[config.mk]
export PLATFORM = sky130hd
export DESIGN_NAME = mix_engine
export DESIGN_NICKNAME = d
export VERILOG_FILES = /design/src/rtl/mix_engine.sv
export SDC_FILE = /design/constraint.sdc
export NUM_CORES = 1
export LEC_CHECK = 0
export BUFFER_PORTS_ARGS = -buffer_cell sky130_fd_sc_hd__buf_2
export CORE_MARGIN = 4
export CORE_UTILIZATION = 25
export CTS_CLUSTER_SIZE = 16
export DETAILED_ROUTE_END_ITERATION = 16
export GPL_TIMING_DRIVEN = 0
export PLACE_DENSITY = 0.49
export RECOVER_POWER = 50
export SLEW_MARGIN = 20
export SYNTH_ARGS = -nofsm -noshare
export SYNTH_HDL_FRONTEND = slang
export SYNTH_SLANG_ARGS = --single-unit
[constraint.sdc]
create_clock -name clk -period 3.9 [get_ports clk]
set_input_delay 0.585 -clock clk [delete_from_list [all_inputs] [get_ports clk]]
set_output_delay 0.585 -clock clk [all_outputs]
set_load 0.02 [all_outputs]
[src/rtl/mix_engine.sv]
// Four-voice drum mixer: per-voice gain/mute, sum, 16-bit PCM, FWFT output FIFO.
// Optional MIX_SATURATE_EN selects saturation; otherwise out-of-range samples wrap.
module mix_engine #(
    parameter int FIFO_DEPTH = 4
) (
    input  logic        clk,
    input  logic        reset,
    input  logic        sample_tick,
    input  logic [7:0]  audio0,
    input  logic [7:0]  audio1,
    input  logic [7:0]  audio2,
    input  logic [7:0]  audio3,
    input  logic [15:0] gain,
    input  logic [3:0]  mute,
    input  logic        out_ready,
    input  logic        clear_flags,
    output logic        mix_valid,
    output logic [31:0] mix_down,
    output logic        clip,
    output logic        overrun
);
    localparam int PW = (FIFO_DEPTH > 1) ? $clog2(FIFO_DEPTH) : 1;
    localparam int CW = PW + 1;

    logic [2:0]        vld_q;
    logic [3:0][7:0]   aud_q;
    logic [15:0]       gain_q;
    logic [3:0]        mute_q;
    logic signed [8:0]  s_d [4];
    logic signed [13:0] p_d [4];
    logic signed [13:0] p_q [4];
    logic signed [15:0] sum_d, sum_q;
    logic signed [20:0] wide;
    logic               ovf;
    logic [15:0]        sample16;

    logic [31:0]   mem_q [FIFO_DEPTH];
    logic [PW-1:0] wr_q, wr_d, rd_q, rd_d;
    logic [CW-1:0] cnt_q, cnt_d;
    logic          clip_q, clip_d, ovr_q, ovr_d;
    logic          push, pop, full, push_ok;

    always_ff @(posedge clk) begin
        if (!reset) vld_q <= '0;
        else        vld_q <= {vld_q[1:0], sample_tick};
    end

    // Stage 0 only loads on a tick so later input changes never reach queued samples.
    always_ff @(posedge clk) begin
        if (sample_tick) begin
            aud_q  <= {audio3, audio2, audio1, audio0};
            gain_q <= gain;
            mute_q <= mute;
        end
    end

    always_comb begin
        for (int k = 0; k < 4; k++) begin
            s_d[k] = $signed({1'b0, aud_q[k]} - 9'd128);
            p_d[k] = mute_q[k] ? 14'sd0
                   : 14'(s_d[k] * $signed({1'b0, gain_q[4*k +: 4]}));
        end
        sum_d = 16'(p_q[0]) + 16'(p_q[1]) + 16'(p_q[2]) + 16'(p_q[3]);
    end

    always_ff @(posedge clk) begin
        for (int k = 0; k < 4; k++) p_q[k] <= p_d[k];
        sum_q <= sum_d;
    end

    always_comb begin
        wide = {sum_q, 5'b0};
        ovf  = (wide[20:15] != {6{wide[15]}});
`ifdef MIX_SATURATE_EN
        sample16 = ovf ? (wide[20] ? 16'h8000 : 16'h7FFF) : wide[15:0];
`else
        sample16 = wide[15:0];
`endif
    end

    assign mix_valid = (cnt_q != '0);
    assign mix_down  = mix_valid ? mem_q[rd_q] : 32'h0;
    assign clip      = clip_q;
    assign overrun   = ovr_q;

    always_comb begin
        push    = vld_q[2];
        pop     = mix_valid & out_ready;
        full    = (cnt_q == CW'(FIFO_DEPTH));
        push_ok = push & (~full | pop);
        wr_d    = push_ok ? wr_q + 1'b1 : wr_q;
        rd_d    = pop ? rd_q + 1'b1 : rd_q;
        cnt_d   = cnt_q;
        case ({push_ok, pop})
            2'b10:   cnt_d = cnt_q + 1'b1;
            2'b01:   cnt_d = cnt_q - 1'b1;
            default: cnt_d = cnt_q;
        endcase
        // A new event wins over a simultaneous clear.
        clip_d = (clip_q & ~clear_flags) | (push & ovf);
        ovr_d  = (ovr_q & ~clear_flags) | (push & ~push_ok);
    end

    always_ff @(posedge clk) begin
        if (!reset) begin
            wr_q   <= '0;
            rd_q   <= '0;
            cnt_q  <= '0;
            clip_q <= 1'b0;
            ovr_q  <= 1'b0;
        end else begin
            wr_q   <= wr_d;
            rd_q   <= rd_d;
            cnt_q  <= cnt_d;
            clip_q <= clip_d;
            ovr_q  <= ovr_d;
        end
    end

    always_ff @(posedge clk) begin
        if (push_ok) mem_q[wr_q] <= {sample16, sample16};
    end
endmodule

==> metrics.csv, run 1 <==
metric;value;unit
vias_per_cell;4.05;
fin_skew;14.7;ps
port_buffers;81;
power_density;713;nW/um^2
post_synth_num_cell_types;64;
grt_pass1_wl;41.6;mm
fp.dieH;233;um
final_area;14600;um^2
drc_errors;0;
dr.pass1.iters;4;
finalNonFillerCells;1989;
syn_area_per_cell;10.6;um^2
crit_fanout;6;
grtUsageTotal;0.0947;
seq_area;4600;um^2
finalSetupViolCount;0;
antenna_cells;0;
tightest_slew;3240;ps
start_kind;register;
cp.arrival;4050;ps
nFillCells;5322;
final_antenna_net_count;0;
drive_above_1_share;0.133;
multiInputGateArea;7070;um^2
start_util;0.252;
maxSlewHeadroom;-1.16;
drt_iter0_drc;266;
ys.flop_type;edfxtp_1;
grt_pass1_vias;8394;
yosysSeqAreaShare;0.365;
fin_crit_sh;0.955;
slew_viol_final;54;
num_rows;82;
fmax;269;MHz
fin_setup_tns;0;ps
vdd_drop_max;0.440;mV
final_core_util;0.292;
ys_async_sr_fraction;0;
gp_congestion;0.797;
nets;1582;
antenna_found_initial;0;
cts_sinks;182;
wl_per_cell;12.2;um
placed_area;13900;um^2
min_path_type;primary input to register;
clock-root-buffer;clkbuf_16;
wirelength;24.2;mm
synthCells;1189;
syn_area;12600;um^2
num_io_pins;92;
status;finished with violations;
fp.coreArea;50100;um^2
cts_buffers;17;
grt_max_degree;54;
cts_buffer_depth;2;
yosys_warnings;0;
violations;capacitance limit, slew limit;
worstPathRequired;4230;ps
area_delta_synth_final;15.7;%
dp_hpwl;19.7;mm
crit_type;register to register;
clk_pin_slew;80;ps
synth-edff-count;96;
cts_hold_buf;0;
die_w;233;um
grt-ovfl-total;0;
cts_tree;yes;
fin_crit;3720;ps
drv_cap;1;
end_kind;register;
die_area;54200;um^2
synth_seq_cells;182;
leakage;0.00649;uW
dp.cells;1951;
htree_num_levels;4;
insertion_delay;450;ps
vias;8048;
final-hold-violation-count;0;
[cell usage after synthesis (all sizes together) (3+ instances only)]
cell	count	share of area
a21o	14	0.0084
a31oi	6	0.0030
ha	119	0.12
buf	25	0.014
o21bai	5	0.0033
o21ai	24	0.0095
and2	115	0.057
o31a	3	0.0021
a21oi	43	0.017
xnor2	15	0.010
inv	212	0.063
fa	102	0.16
xor2	15	0.010
o21a	17	0.010
mux4	11	0.020
nor2	51	0.015
and3	3	0.0015
clkbuf	12	0.0037
mux2	7	0.0062
or2	4	0.0020
edfxtp	96	0.23
and3b	3	0.0021
nand2	45	0.013
o31ai	5	0.0034
a211oi	20	0.012
dfxtp	86	0.14
nand3	12	0.0048
nand4	6	0.0030
nor3	25	0.0099
nand2b	13	0.0064
nor2b	37	0.018
o2111ai	3	0.0021
o211ai	3	0.0018
a21boi	4	0.0024
[registers in the layout, indices dropped and copies added, names as in the netlist, named ones only]
register / flops
sum_q: 16
rd_q: 2
mute_q: 4
overrun: 1
p_q: 56
cnt_q: 3
wr_q: 2
mem_q: 44
vld_q: 3
clip: 1
aud_q: 32
gain_q: 16
[critical path: stages (launching register included)]
cell and delay, ps:
edfxtp_1 430, nand2b_1 130, inv_1 60, ha_1 310, fa_1 520, inv_1 60, fa_1 530, inv_1 40
ha_2 370, nand4_1 160, nor4_1 300, nor2_1 90, a31oi_1 200, mux2_2 400
[kinds of logic (layout without fill, tap and decap cells)]
| kind of cell | after synthesis | in the layout | share of synthesized area |
|---|---|---|---|
| AO/OA/AOI/OAI | 162 | 162 | 0.0872 |
| XOR/XNOR | 30 | 30 | 0.0208 |
| adder cells (fa/ha/maj) | 221 | 221 | 0.280 |
| buffers and inverters | 249 | 368 | 0.0807 |
| flip-flops | 182 | 182 | 0.365 |
| multiplexers | 20 | 20 | 0.0274 |
| other | 1 | 10 | 0.000297 |
| AND/OR/NAND/NOR | 324 | 324 | 0.139 |
[timing repair]
item                                    CTS  global route
gates resized for setup                   0            15
pin swaps                                 0             4
endpoints found under the setup margin    1             4
setup buffers                             1             5
cloned                                    0             0
[placed cells by master (no fill, tap or decap), drive strengths merged, types with 7 or more instances in the layout]
master	instances
inv	222
ha	119
and2	115
buf	105
fa	102
edfxtp	96
dfxtp	86
nor2	51
nand2	45
a21oi	43
nor2b	37
clkbuf	36
nor3	25
o21ai	24
a211oi	20
o21a	17
xor2	15
xnor2	15
a21o	14
nand2b	13
nand3	12
mux4	11
conb	10
mux2	7
[power by group]
part / switching (uW) / leakage (uW) / internal [uW]
Sequential: 235 / 0.00162 / 2520
Clock: 911 / 0.000303 / 894
Combinational: 3280 / 0.00456 / 2570
[routing by layer]
metal	global-route usage	wire length, um
met1	0.120	11300
met2	0.165	11900
met3	0.0174	621
met4	0.0282	343
met5	0	0
[per-stage QoR]
| step | setup WS, ps | hold WS (ps) | total power, uW |
|---|---|---|---|
| CTS | 33.1 | 271 | 10500 |
| global placement | 46.6 | 414 | 8640 |
| detailed placement | 5.97 | 425 | 8660 |
| global route | -10.8 | 272 | 11500 |
| floorplan | 322 | 406 | 7350 |
| finish | 177 | 301 | 10400 |
[final timing paths]
path                   startpoint                    end  slack [ps]  depth (start not counted)
max          gain_q[14]$_DFFE_PP_  p_q[3][13]$_SDFF_PP0_         180                         13
min                      gain[11]   gain_q[11]$_DFFE_PP_         300                          1
max reg2reg  gain_q[14]$_DFFE_PP_  p_q[3][13]$_SDFF_PP0_         180                         13
min reg2reg   vld_q[0]$_SDFF_PN0_    vld_q[1]$_SDFF_PN0_         430                          1
[final cells by class]
class	instances	area share
Inverter	212	0.0545
Buffer	37	0.0154
Multi-Input combinational cell	767	0.484
Clock buffer	17	0.0291
Clock inverter	15	0.0140
Tap cell	672	0.0575
Sequential cell	182	0.315
Timing Repair Buffer	87	0.0302
(Power assumes the default switching activity.)
==> run 2, diff against run 1 <==
Settings changed: BUFFER_PORTS_ARGS -buffer_cell sky130_fd_sc_hd__buf_2 to unset, DONT_BUFFER_PORTS set to 1, PLACE_DENSITY 0.49 to 0.47, REMOVE_ABC_BUFFERS set to 1.
==> run 2 against run 1 <==
The flow now finishes without violations; utilization fell by 1.2 points; clock power fell by 2%; combinational power fell by 4.6%; sequential power rose by 2%; final cell count fell by 5.9%; first-iteration DRC count fell by 2.6%; maximum frequency fell by 0.20%; register-to-register slack barely moved; critical path type unchanged; highest routed layer unchanged.
==> metrics.csv, run 2 (synthesis results as in run 1) <==
metric;value;unit
p_sw;4380;uW
swShare;0.432;
num_rows;82;
top_register;p_q;
tightest_slew;785;ps
insertion_delay;470;ps
start_util;0.252;
status;completed;
crit_type;register to register;
leakage;0.00600;uW
htree_num_levels;4;
fmax;268;MHz
grtUsageTotal;0.0966;
port_buffers;0;
cts_buffers;17;
p_seq_frac;0.276;
worstPathRequired;4250;ps
area_delta_synth_final;10.9;%
vdd_drop_max;0.456;mV
slew_viol_final;0;
nets;1465;
top_regs;p_q (56), mem_q (44), aud_q (32);
rsz0062_at_grt;yes;
drt_iter0_drc;259;
maxSlewHeadroom;0.476;
clk_pin_slew;90;ps
wirelength;24.4;mm
layout_commonest_cell;inv_1;
crit_fanout;10;
gp_congestion;0.770;
fin_crit;3730;ps
internal_power;5760;uW
cts_buffer_depth;2;
grt_max_degree;54;
min_path_type;primary input to register;
finalSetupViolCount;0;
die_w;233;um
combPwrFrac;0.549;
power_density;724;nW/um^2
dp.cells;1833;
cts_tree;yes;
fin_skew;16.4;ps
vias_per_cell;4.04;
cts_sinks;182;
fp.coreArea;50100;um^2
fin_crit_sh;0.957;
fp.dieH;233;um
antenna_cells;0;
end_kind;register;
start_kind;register;
drv_cap;0;
wl_per_cell;13.0;um
num_io_pins;92;
cp.arrival;4080;ps
finalNonFillerCells;1872;
antenna_found_initial;0;
dr.pass1.iters;4;
grt_pass1_wl;41.3;mm
drive_above_1_share;0.0667;
grt-ovfl-total;0;
die_area;54200;um^2
largest_register_ffs;56;
p_total;10100;uW
drc_errors;0;
final_cell_mix;212 x inv_1, 115 x and2_1, 112 x ha_1, 102 x fa_1, 96 x edfxtp_1;
dp_hpwl;19.5;mm
grt_pass1_vias;8033;
clockPowerShare;0.175;
vias;7570;
final-hold-violation-count;0;
clock-root-buffer;clkbuf_16;
final_antenna_net_count;0;
## run 2: cell types whose count changed in the layout (fill, tap and decap cells not counted), moves of 2 or more
| cell | delta |
|---|---|
| and2_1 | +2 |
| inv_6 | -2 |
| ha_2 | +3 |
| inv_12 | -3 |
| buf_4 | -21 |
| clkbuf_1 | -18 |
| buf_2 | -76 |
| clkinv_8 | +2 |
| ha_1 | -3 |
| clkinv_4 | +3 |
## run 2: routing by layer
layer	part of all wire	routed length (um)	vias to the layer above	GRT usage
met5	0	0	-	0
met2	0.48	11800	74	0.162
met3	0.032	780	23	0.0273
met4	0.014	350	0	0.0282
met1	0.47	11500	3567	0.121
li1	-	-	3906	-
## run 2: repair_timing
| action | CTS | global route |
|---|---|---|
| hold buffers | 0 | 0 |
| cloned | 0 | 0 |
| setup buffers | 5 | 2 |
| setup endpoints to repair | 1 | 7 |
| pin swaps | 0 | 5 |
| gates resized for setup | 0 | 15 |
| hold endpoints to repair | 0 | 0 |
## run 2: worst paths after layout
check	from	endpoint	slack, ps	cells past startpoint
setup / recovery	gain_q[7]$_DFFE_PP_	p_q[1][11]$_SDFF_PP0_	170	12
hold / removal	gain[9]	gain_q[9]$_DFFE_PP_	200	0
setup reg to reg	gain_q[7]$_DFFE_PP_	p_q[1][11]$_SDFF_PP0_	170	12
hold reg to reg	vld_q[0]$_SDFF_PN0_	vld_q[1]$_SDFF_PN0_	410	1
## run 2: power groups by stage
stage	registers, uW	logic (uW)	clock network (uW)
finish	2800	5580	1770
floorplan	2720	4500	0
CTS	2820	5590	1860
detailed placement	2860	5540	0
global route	2860	6440	1930
global placement	2850	5510	0
## run 2: cell type report
type	instances	area, um^2
Clock buffer	17	425
Clock inverter	15	196
Fill cell	5311	36100
Inverter	212	796
Multi-Input combinational cell	767	7090
Sequential cell	182	4600
Tap cell	672	841
Timing Repair Buffer	7	52.6
## run 2: critical path, stage by stage (launching register included)
cell and delay [ps]:
edfxtp_1 470, buf_4 180, and2_1 130, ha_1 290, fa_1 500, inv_1 50, fa_1 490, inv_1 40
ha_2 350, a21o_1 210, a2111o_1 390, a21oi_2 160, mux2_1 340
## run 2: metrics by stage
step / area [um^2] / utilization / hold slack (ps) / setup TNS (ps) / setup WS [ps]
detailed placement: 13300 / 0.265 / 417 / 0 / 23.3
global placement: 13300 / 0.265 / 409 / 0 / 35.6
floorplan: 12400 / - / 406 / 0 / 322
CTS: 13900 / 0.278 / 149 / 0 / 13.5
finish: 14000 / 0.280 / 197 / 0 / 169
global route: 14000 / 0.280 / 149 / -17.8 / -17.8
